`src/rtl/comparator_pkg.sv`:
```
// Shared definitions for the comparator sweep tester: FSM encoding, vector space and field widths.
package comparator_pkg;

    localparam int OPERAND_W   = 4;
    localparam int VEC_W       = 2 * OPERAND_W + 1;
    localparam int NUM_VECTORS = 512;
    localparam int ERR_W       = 10;
    localparam int SETTLE_W    = 4;

    typedef enum logic [1:0] {
        ST_IDLE   = 2'd0,
        ST_SETTLE = 2'd1,
        ST_CHECK  = 2'd2,
        ST_DONE   = 2'd3
    } state_t;

    typedef logic [VEC_W-1:0] vec_t;

    localparam vec_t LAST_VEC = vec_t'(NUM_VECTORS - 1);

endpackage

```
`src/rtl/comparator_golden.sv`:
```
// Reference comparator: one-hot {equals, greater, less}, unsigned when sign=0, two's complement when sign=1.
module comparator_golden
    import comparator_pkg::*;
(
    input  logic                 sign,
    input  logic [OPERAND_W-1:0] a,
    input  logic [OPERAND_W-1:0] b,
    output logic                 equals,
    output logic                 greater,
    output logic                 less
);

    logic signed [OPERAND_W-1:0] a_s;
    logic signed [OPERAND_W-1:0] b_s;

    assign a_s = $signed(a);
    assign b_s = $signed(b);

    always_comb begin
        equals = (a == b);
        if (sign) begin
            greater = (a_s > b_s);
            less    = (a_s < b_s);
        end else begin
            greater = (a > b);
            less    = (a < b);
        end
    end

endmodule

```
`src/rtl/comparator_sweep_tester.sv`:
```
// Exhaustive sweep of all {sign,A,B} vectors against an external comparator, counting mismatches
// against the golden model and latching the first failing vector.
module comparator_sweep_tester
    import comparator_pkg::*;
#(
    parameter int SETTLE_CYCLES = 1
) (
    input  logic                 clk,
    input  logic                 rst_n,
    input  logic                 start,
    input  logic                 abort,
    output logic                 sign_out,
    output logic [OPERAND_W-1:0] a_out,
    output logic [OPERAND_W-1:0] b_out,
    input  logic                 equals_in,
    input  logic                 greater_in,
    input  logic                 less_in,
    output logic                 busy,
    output logic                 done,
    output logic                 pass,
    output logic [ERR_W-1:0]     err_count,
    output logic                 first_fail_valid,
    output logic [VEC_W-1:0]     first_fail_vec
);

    localparam logic [SETTLE_W-1:0] SETTLE_LOAD =
        SETTLE_W'((SETTLE_CYCLES > 0) ? SETTLE_CYCLES - 1 : 0);
    // With no settle time each vector goes straight to its check cycle.
    localparam state_t SWEEP_ENTRY = (SETTLE_CYCLES == 0) ? ST_CHECK : ST_SETTLE;

    state_t              state_q, state_d;
    vec_t                vec_q;
    logic [SETTLE_W-1:0] settle_q;
    logic [ERR_W-1:0]    err_q;
    logic                ffv_q;
    vec_t                ffvec_q;

    logic gold_eq, gold_gt, gold_lt;
    logic start_take;
    logic mismatch;

    comparator_golden u_golden (
        .sign    (vec_q[VEC_W-1]),
        .a       (vec_q[2*OPERAND_W-1:OPERAND_W]),
        .b       (vec_q[OPERAND_W-1:0]),
        .equals  (gold_eq),
        .greater (gold_gt),
        .less    (gold_lt)
    );

    assign start_take = ((state_q == ST_IDLE) || (state_q == ST_DONE)) && start && !abort;
    assign mismatch   = (state_q == ST_CHECK) &&
                        ({equals_in, greater_in, less_in} != {gold_eq, gold_gt, gold_lt});

    always_ff @(posedge clk or negedge rst_n) begin
        if (!rst_n) begin
            state_q <= ST_IDLE;
        end else begin
            state_q <= state_d;
        end
    end

    always_comb begin
        state_d = state_q;
        case (state_q)
            ST_IDLE, ST_DONE: begin
                if (start_take) state_d = SWEEP_ENTRY;
            end
            ST_SETTLE: begin
                if (abort)                 state_d = ST_IDLE;
                else if (settle_q == '0)   state_d = ST_CHECK;
            end
            ST_CHECK: begin
                if (abort)                 state_d = ST_IDLE;
                else if (vec_q == LAST_VEC) state_d = ST_DONE;
                else                       state_d = SWEEP_ENTRY;
            end
            default: state_d = ST_IDLE;
        endcase
    end

    always_comb begin
        busy = (state_q == ST_SETTLE) || (state_q == ST_CHECK);
        done = (state_q == ST_DONE);
        pass = (state_q == ST_DONE) && (err_q == '0);
    end

    always_ff @(posedge clk or negedge rst_n) begin
        if (!rst_n) begin
            vec_q    <= '0;
            settle_q <= '0;
        end else begin
            if (start_take) begin
                vec_q <= '0;
            end else if ((state_q == ST_CHECK) && !abort && (vec_q != LAST_VEC)) begin
                vec_q <= vec_q + vec_t'(1);
            end
            // Reload on every entry to SETTLE, count down while there.
            if ((state_d == ST_SETTLE) && (state_q != ST_SETTLE)) begin
                settle_q <= SETTLE_LOAD;
            end else if ((state_q == ST_SETTLE) && (settle_q != '0)) begin
                settle_q <= settle_q - 1'b1;
            end
        end
    end

    always_ff @(posedge clk or negedge rst_n) begin
        if (!rst_n) begin
            err_q   <= '0;
            ffv_q   <= 1'b0;
            ffvec_q <= '0;
        end else if (start_take) begin
            err_q   <= '0;
            ffv_q   <= 1'b0;
            ffvec_q <= '0;
        end else if (mismatch) begin
            err_q <= err_q + ERR_W'(1);
            if (!ffv_q) begin
                ffv_q   <= 1'b1;
                ffvec_q <= vec_q;
            end
        end
    end

    assign sign_out         = vec_q[VEC_W-1];
    assign a_out            = vec_q[2*OPERAND_W-1:OPERAND_W];
    assign b_out            = vec_q[OPERAND_W-1:0];
    assign err_count        = err_q;
    assign first_fail_valid = ffv_q;
    assign first_fail_vec   = ffvec_q;

endmodule
```
`config.mk`:
```
export PLATFORM = sky130hd
export DESIGN_NAME = comparator_sweep_tester
export DESIGN_NICKNAME = d
export VERILOG_FILES = /design/src/rtl/comparator_pkg.sv /design/src/rtl/comparator_golden.sv /design/src/rtl/comparator_sweep_tester.sv
export SDC_FILE = /design/constraint.sdc
export NUM_CORES = 1
export LEC_CHECK = 0
export ABC_AREA = 1
export BUFFER_PORTS_ARGS = -buffer_cell sky130_fd_sc_hd__buf_4
export CORE_MARGIN = 2
export CORE_UTILIZATION = 40
export CTS_BUF_LIST = sky130_fd_sc_hd__clkbuf_2
export CTS_CLUSTER_SIZE = 28
export DETAILED_ROUTE_END_ITERATION = 10
export GPL_ROUTABILITY_DRIVEN = 0
export SKIP_CTS_REPAIR_TIMING = 1
export SYNTH_ARGS = -nofsm -noshare
export SYNTH_HDL_FRONTEND = slang
export SYNTH_SLANG_ARGS = --single-unit
```
`constraint.sdc`:
```
create_clock -name clk -period 5.55 [get_ports clk]
set_input_delay 0.8325 -clock clk [delete_from_list [all_inputs] [get_ports clk]]
set_output_delay 0.8325 -clock clk [all_outputs]
set_load 0.02 [all_outputs]
```
==> summary.txt, run 1 <==
Layout Utilization: 48.35%
#FFs+latches synth: 35
Internal reg-to-reg setup slack: 2.96 ns
Final setup viols: 0
Top cells by area, synth: dfrtp_1 (42%), nand2_1 (12%), nand3_1 (9.6%), ha_1 (7.2%), inv_1 (6.5%)
Maxcap violations: 0
Cells along the critical path: inv_1 -> ha_1 -> nand2_1 -> nand2_1 -> nor2_1 -> nand2_1 -> nand3_1 -> nand2_1 -> nor2_1 -> nand2_1 -> nand2_1 -> nand2_2 -> nand2_8 -> nand2_1 -> nand2_1
Synth Area in XOR/XNOR: 4.214%
Post-synth top area cell: dfrtp_1
Layout cells sized above 1: 15.92%
Type of the most critical hold path: in2async
# rows: 26
Overflow left after global routing: 0
Leakage power: 0.001299 µW
Buffers on Ports: 38
Total clock sinks: 35
DP HPWL: 3359 µm
Pwr per Cell Area: 341.9 nW/µm²
CP most frequent cell: nand2_1
Mux cell area share after synthesis: 0%
Vias in the first global route: 1711
Crit path capture type: register
Chip Width: 76.08 µm
Global-route usage over all layers: 17.06%
DR iter-0 viols: 88
Via density: 4.781
Yosys Warn Count: 0
Worst-path clk slew: 0.19 ns
Simple-gate portion of the synthesized area: 33.35%
Placed insts: 376
Clock Path Buffers: 2
CTS tree: done
Die area: 5788 µm²
Total power: 839.0 µW
Arrival time at the worst endpoint: 2.92 ns
Largest family of logic cells by synthesized area: simple AND/OR/NAND/NOR gates
Synth Instances: 274
F_max: 385.7 MHz
Global-route wire length before repair: 8073 µm
RSZ-0062 raised after global routing: no
Synth cell types: 24
Final ANT Viol Nets: 0
Largest net degree at the start of global routing: 38
FFs w/ async S/R, synth: 100.0%
I/O pin total: 39
# H-tree levels: 2
DR pass1 iterations: 5
Register area share after synthesis: 42.14%
Slew headroom: 53.84%
CTS buffer count: 5
Antenna violations before repair: 0
Crit-path leading delay family: simple AND/OR/NAND/NOR gates
Vias: 1836
Final #Nets: 332
N_diodes: 0
Post-route DRC: 0
Clock Tree Root: clkbuf_2
WP buf/inv: 1
CP startpoint kind: register
Post-synth top area share: 42.14%
Fill count: 535
Final Slew Violations: 0
Avg Inst Size Synth: 7.585 µm²
Syn_nets: 293
Final hold vios: 0
Clock Latency Late Sink: 0.38 ns
Worst Path Required: 5.87 ns
Sum Neg Setup Slack: 0 ns
Slew @ Worst Pin: 0.6916 ns
Drt total wl: 4573 µm
Fin cells: 384
Synthesized cell area: 2078 µm²
Worst-path maximum fanout: 20
VDD IR max: 272.6 µV
Outcome: finished clean
Top_reg_cell synth: dfrtp_1
CP max stage delay: 0.49 ns
DR WL/cell: 11.91 µm
Compound-Gate Fraction of Synth Area: 4.696%
Die H: 76.08 µm
Slowest cell on crit path: dfrtp_1
Adder-Cell Fraction of Synth Area: 7.225%
Area growth syn-to-layout: 18.06%
Skew final: 0.02198 ns
Setup Crit Path Kind: reg2reg
Placeable Area: 5075 µm²
Final Critical Period: 2.593 ns
Hold WS: 0.3725 ns
Post-synth EDFFs: 0
Tcrit/Tclk final: 46.72%
Initial Util: 40.95%
==> cells in the final DEF (no fill, tap or decap) <==
cell type / n
nand2_1: 65
nand3_1: 40
buf_4: 38
inv_1: 36
dfrtp_1: 35
nor2_1: 27
nor3_1: 13
ha_1: 12
o21ai_0: 9
a21oi_1: 9
xor2_1: 6
clkbuf_2: 6
xnor2_1: 4
nand4_1: 3
clkinv_1: 3
nand2_2: 2
nand3_2: 1
nor4b_1: 1
nor2_2: 1
nand2_8: 1
a211oi_1: 1
or2_2: 1
==> where the power goes <==
part	switching, µW	internal, µW
sequential	41.6	292
clock	83.2	30.3
combinational	256	136
==> through the flow <==
stage / area, µm² / setup WS, ns
6_report: 2454 / 2.957
5_1_grt: 2454 / 2.650
4_1_cts: 2454 / 2.943
3_5_place_dp: 2416 / 2.894
3_3_place_gp: 2416 / 2.941
2_1_floorplan: 2078 / 3.170
==> cells by family after synthesis <==
logic type                 Yosys count
and+or+nand+nor                    155
buffers and inverters               43
DFF                                 35
AOI/OAI and AO/OA                   19
adders and majority gates           12
xor gates and xnor gates            10
==> registers in the layout, indices dropped and copies added (netlist names) <==
register / cells
settle_q: 4
first_fail_valid: 1
err_count: 10
vec_q: 9
state_q: 2
first_fail_vec: 9
==> path summary, 6_finish.rpt <==
kind                                   start                end  cells past startpoint
max                                 vec_q[3]  first_fail_vec[6]                     15
min reg2reg                first_fail_vec[6]  first_fail_vec[6]                      2
min                                    rst_n  first_fail_vec[8]                      1
max in group asynchronous              rst_n       err_count[0]                      1
max reg2reg                         vec_q[3]  first_fail_vec[6]                     15
min in group clk           first_fail_vec[6]  first_fail_vec[6]                      2
==> Yosys cell counts (4+ instances only) <==
| master | n |
|---|---|
| nand2_1 | 65 |
| o21ai_0 | 9 |
| xor2_1 | 6 |
| xnor2_1 | 4 |
| nor2_1 | 27 |
| a21oi_1 | 9 |
| inv_1 | 36 |
| nand3_1 | 40 |
| ha_1 | 12 |
| dfrtp_1 | 35 |
| nor3_1 | 13 |
==> per-layer routing <==
layer	vias up	GRT usage, %	wire length (µm)
met2	31	27.32	2097
met3	8	3.318	179
met5	-	0	0
li1	956	-	-
met4	0	5.455	66
met1	841	23.42	2229
==> area by class of cell <==
cell class                 count  area, µm²  area share [%]
multi-input combinational    196       1028           41.92
sequential                    35      875.8           35.70
timing repair buffer          38      285.3           11.63
inverter                      37      138.9           5.660
tap                           70      87.58           3.570
clock buffer                   6      30.03           1.224
clock inverter                 2      7.507          0.3060
Note: power is estimated with default switching activity, not from simulation.
==> run 2: changes to the inputs <==
--- a/config.mk
+++ b/config.mk
@@ -5,7 +5,7 @@
 export SDC_FILE = /design/constraint.sdc
 export NUM_CORES = 1
 export LEC_CHECK = 0
-export ABC_AREA = 1
+export ABC_AREA = 0
 export BUFFER_PORTS_ARGS = -buffer_cell sky130_fd_sc_hd__buf_4
 export CORE_MARGIN = 2
 export CORE_UTILIZATION = 40
==> constraint.sdc (replaced) <==
create_clock -name clk -period 2.5 [get_ports clk]
set_input_delay 0.375 -clock clk [delete_from_list [all_inputs] [get_ports clk]]
set_output_delay 0.375 -clock clk [all_outputs]
set_load 0.02 [all_outputs]
==> run 2 against run 1 <==
Largest cell class unchanged. Critical endpoint is now err_count[3]. Worst setup slack got worse by 2.8 ns. Combinational power increased by 100%. Clock power increased by 130%. Clock skew decreased by 0.013 ns. Cell count decreased by 14%. Synthesized cell count decreased by 22%.
==> summary.txt, run 2 <==
Outcome: finished clean (unchanged)
DR pass1 iterations: 4 (was 5)
Clock Latency Late Sink: 0.38 ns (about the same)
Avg Inst Size Synth: 9.275 µm² (was 7.585 µm²)
Post-synth top area share: 44.33% (was 42.14%)
Worst-path clk slew: 0.19 ns (about the same)
Leakage power: 0.001164 µW (was 0.001299 µW)
CP max stage delay: 0.42 ns (was 0.49 ns)
Sequential Area: 875.8 µm² (unchanged)
Most common cell after layout, fill and taps aside: buf_4 (was nand2_1)
Critical R2R Launch: vec_q[3] (unchanged)
Hold depth: 2
Worst setup margin: 0.1762 ns (was 2.957 ns)
CTS buffer count: 5 (unchanged)
Sum Neg Setup Slack: 0 ns (unchanged)
Overflow left after global routing: 0 (unchanged)
Top_reg_cell synth: dfrtp_1 (unchanged)
Buffers on Ports: 38 (unchanged)
Post-synth EDFFs: 0 (unchanged)
FFs w/ async S/R, synth: 100.0% (unchanged)
Final ANT Viol Nets: 0 (unchanged)
Dpl ws: 0.2129 ns (was 2.894 ns)
Clock Tree Root: clkbuf_2 (unchanged)
Maxcap violations: 0 (unchanged)
I/O pin total: 39 (unchanged)
Global-route wire length before repair: 7231 µm (was 8073 µm)
R2R cell count: 8 (was 15)
Multi-input gate area: 1017 µm² (was 1028 µm²)
F_max: 430.3 MHz (was 385.7 MHz)
Arrival time at the worst endpoint: 2.65 ns (was 2.92 ns)
DR iter-0 viols: 112 (was 88)
Tcrit/Tclk final: 92.95% (was 46.72%)
Synth cell types: 43 (was 24)
Register area share after synthesis: 44.33% (was 42.14%)
Yosys Warn Count: 0 (unchanged)
Slew @ Worst Pin: 0.5010 ns (was 0.6916 ns)
Skew final: 0.008690 ns (was 0.02198 ns)
Global-route usage over all layers: 17.18% (was 17.06%)
N_diodes: 0 (unchanged)
Area growth syn-to-layout: 23.50% (was 18.06%)
Initial Util: 41.55% (was 40.95%)
Die area: 5518 µm² (was 5788 µm²)
Vias in the first global route: 1509 (was 1711)
Largest net degree at the start of global routing: 36 (was 38)
Most frequent cells in the layout: buf_4 (49), dfrtp_1 (35), o21ai_0 (20), a21oi_1 (20), nor2_1 (17) (was nand2_1 (65), nand3_1 (40), buf_4 (38), inv_1 (36), dfrtp_1 (35))
Placed inst area: 2385 µm² (was 2416 µm²)
Via density: 5.100 (was 4.781)
Layout cells sized above 1: 23.86% (was 15.92%)
Design area: 2440 µm² (was 2454 µm²)
Fill count: 477 (was 535)
Slew headroom: 66.60% (was 53.84%)
Clock Path Buffers: 2 (unchanged)
Top cells by area, synth: dfrtp_1 (44%), ha_1 (7.6%), a21oi_1 (5.1%), o21ai_0 (5.1%), nand3_1 (4.1%) (was dfrtp_1 (42%), nand2_1 (12%), nand3_1 (9.6%), ha_1 (7.2%), inv_1 (6.5%))
RSZ-0062 raised after global routing: no (unchanged)
# H-tree levels: 2 (unchanged)
Chip Width: 74.28 µm (was 76.08 µm)
Total clock sinks: 35 (unchanged)
DR WL/cell: 13.42 µm (was 11.91 µm)
Setup Crit Path Kind: reg2reg (unchanged)
Final #Nets: 282 (was 332)
Antenna violations before repair: 0 (unchanged)
Final hold vios: 0 (unchanged)
Die H: 74.28 µm (was 76.08 µm)
Placeable Area: 4755 µm² (was 5075 µm²)
CTS tree: done (unchanged)
Commonest cells post-synth: dfrtp_1 (35), a21oi_1 (20), o21ai_0 (20), nor2_1 (17), nand3_1 (16) (was nand2_1 (65), nand3_1 (40), inv_1 (36), dfrtp_1 (35), nor2_1 (27))
Cells along the critical path: inv_1 -> ha_1 -> and4_4 -> or3b_1 -> a21o_1 -> mux2_2 -> nand4_1 -> mux2i_1 (was inv_1 -> ha_1 -> nand2_1 -> nand2_1 -> nor2_1 -> nand2_1 -> nand3_1 -> nand2_1 -> nor2_1 -> nand2_1 -> nand2_1 -> nand2_2 -> nand2_8 -> nand2_1 -> nand2_1)
#FFs+latches synth: 35 (unchanged)
Worst-path maximum fanout: 15 (was 20)
Synth Instances: 213 (was 274)
Pwr per Cell Area: 730.3 nW/µm² (was 341.9 nW/µm²)
Syn_nets: 232 (was 293)
Max reg flops: 10 (unchanged)
Layout Utilization: 51.32% (was 48.35%)
Final Critical Period: 2.324 ns (was 2.593 ns)
CP startpoint kind: register (unchanged)
Crit path launch: vec_q[3] (unchanged)
Final setup viols: 0 (unchanged)
# rows: 25 (was 26)
Most frequent cell after synthesis: dfrtp_1 (was nand2_1)
Drt total wl: 4442 µm (was 4573 µm)
DP HPWL: 3218 µm (was 3359 µm)
Synthesized cell area: 1976 µm² (was 2078 µm²)
Type of the most critical hold path: in2reg (was in2async)
Final Slew Violations: 0 (unchanged)
Vias: 1688 (was 1836)
VDD IR max: 442.6 µV (was 272.6 µV)
Post-synth top area cell: dfrtp_1 (unchanged)
Worst hold start: abort
Post-route DRC: 0 (unchanged)
Slowest cell on crit path: dfrtp_1 (unchanged)
Worst Path Required: 2.83 ns (was 5.87 ns)
Crit path capture type: register (unchanged)
-- run 2: cell types whose count changed in the layout (fill, tap and decap cells not counted), moves of 5 or more --
cell / before / now
a21oi_1: 9 / 20
buf_4: 38 / 49
inv_1: 36 / 12
nand2_1: 65 / 14
nand2b_1: 0 / 5
nand3_1: 40 / 16
nor2_1: 27 / 17
nor3_1: 13 / 2
o21ai_0: 9 / 20
or3_1: 0 / 5
-- run 2: stage by stage --
step	total power [µW]	cells	hold slack, ns
final	1782	331	0.2386
after global routing	1932	331	0.2303
after CTS	1791	330	-0.08885
after detailed placement	1526	322	0.3605
after global placement	1516	322	0.3652
after floorplan	1291	213	0.07941
-- run 2: final timing paths --
kind	to	slack [ns]
min in group asynchronous	first_fail_vec[4]	0.46
worst min-delay path	state_q[0]	0.24
worst min register to register	first_fail_vec[8]	0.56
max in group asynchronous	state_q[1]	1.72
worst max-delay path	err_count[3]	0.18
worst max register to register	err_count[3]	0.18
-- run 2: layer usage --
layer | track usage, % | share of wire (%) | vias to the layer above
li1 | - | - | 852
met4 | 6.151 | 1.4 | 0
met5 | 0 | 0 | -
met2 | 25.10 | 45 | 38
met1 | 24.66 | 49 | 791
met3 | 4.472 | 5.1 | 7
-- run 2: area by class of cell --
type                       count  area share [%]
clock inverter                 3          0.6154
tap                           67           3.436
clock buffer                   5           1.026
sequential                    35           35.90
multi-input combinational    159           41.69
inverter                      12           1.846
timing repair buffer          50           15.49
-- run 2: cells by family after synthesis --
group / share of synthesized area (%)
and+or+nand+nor: 23.05
AOI/OAI and AO/OA: 13.81
DFF: 44.33
buffers and inverters: 4.432
adders and majority gates: 7.600
xor gates and xnor gates: 3.990
muxes: 2.786
-- run 2: power breakdown --
| part | leakage, µW | internal [µW] | switching [µW] |
|---|---|---|---|
| sequential | 0.000480 | 644 | 74.7 |
| clock | 0.0000325 | 64.3 | 201 |
| combinational | 0.000652 | 337 | 461 |
-- run 2: worst max-delay path: cells and delay by family, from the launching register on --
kind            cells  cell delay, ns
mux                 2            0.57
flops               1            0.42
compound gates      1            0.20
buf+inv             1            0.11
simple gates        3            0.70
fa+ha+maj           1            0.27
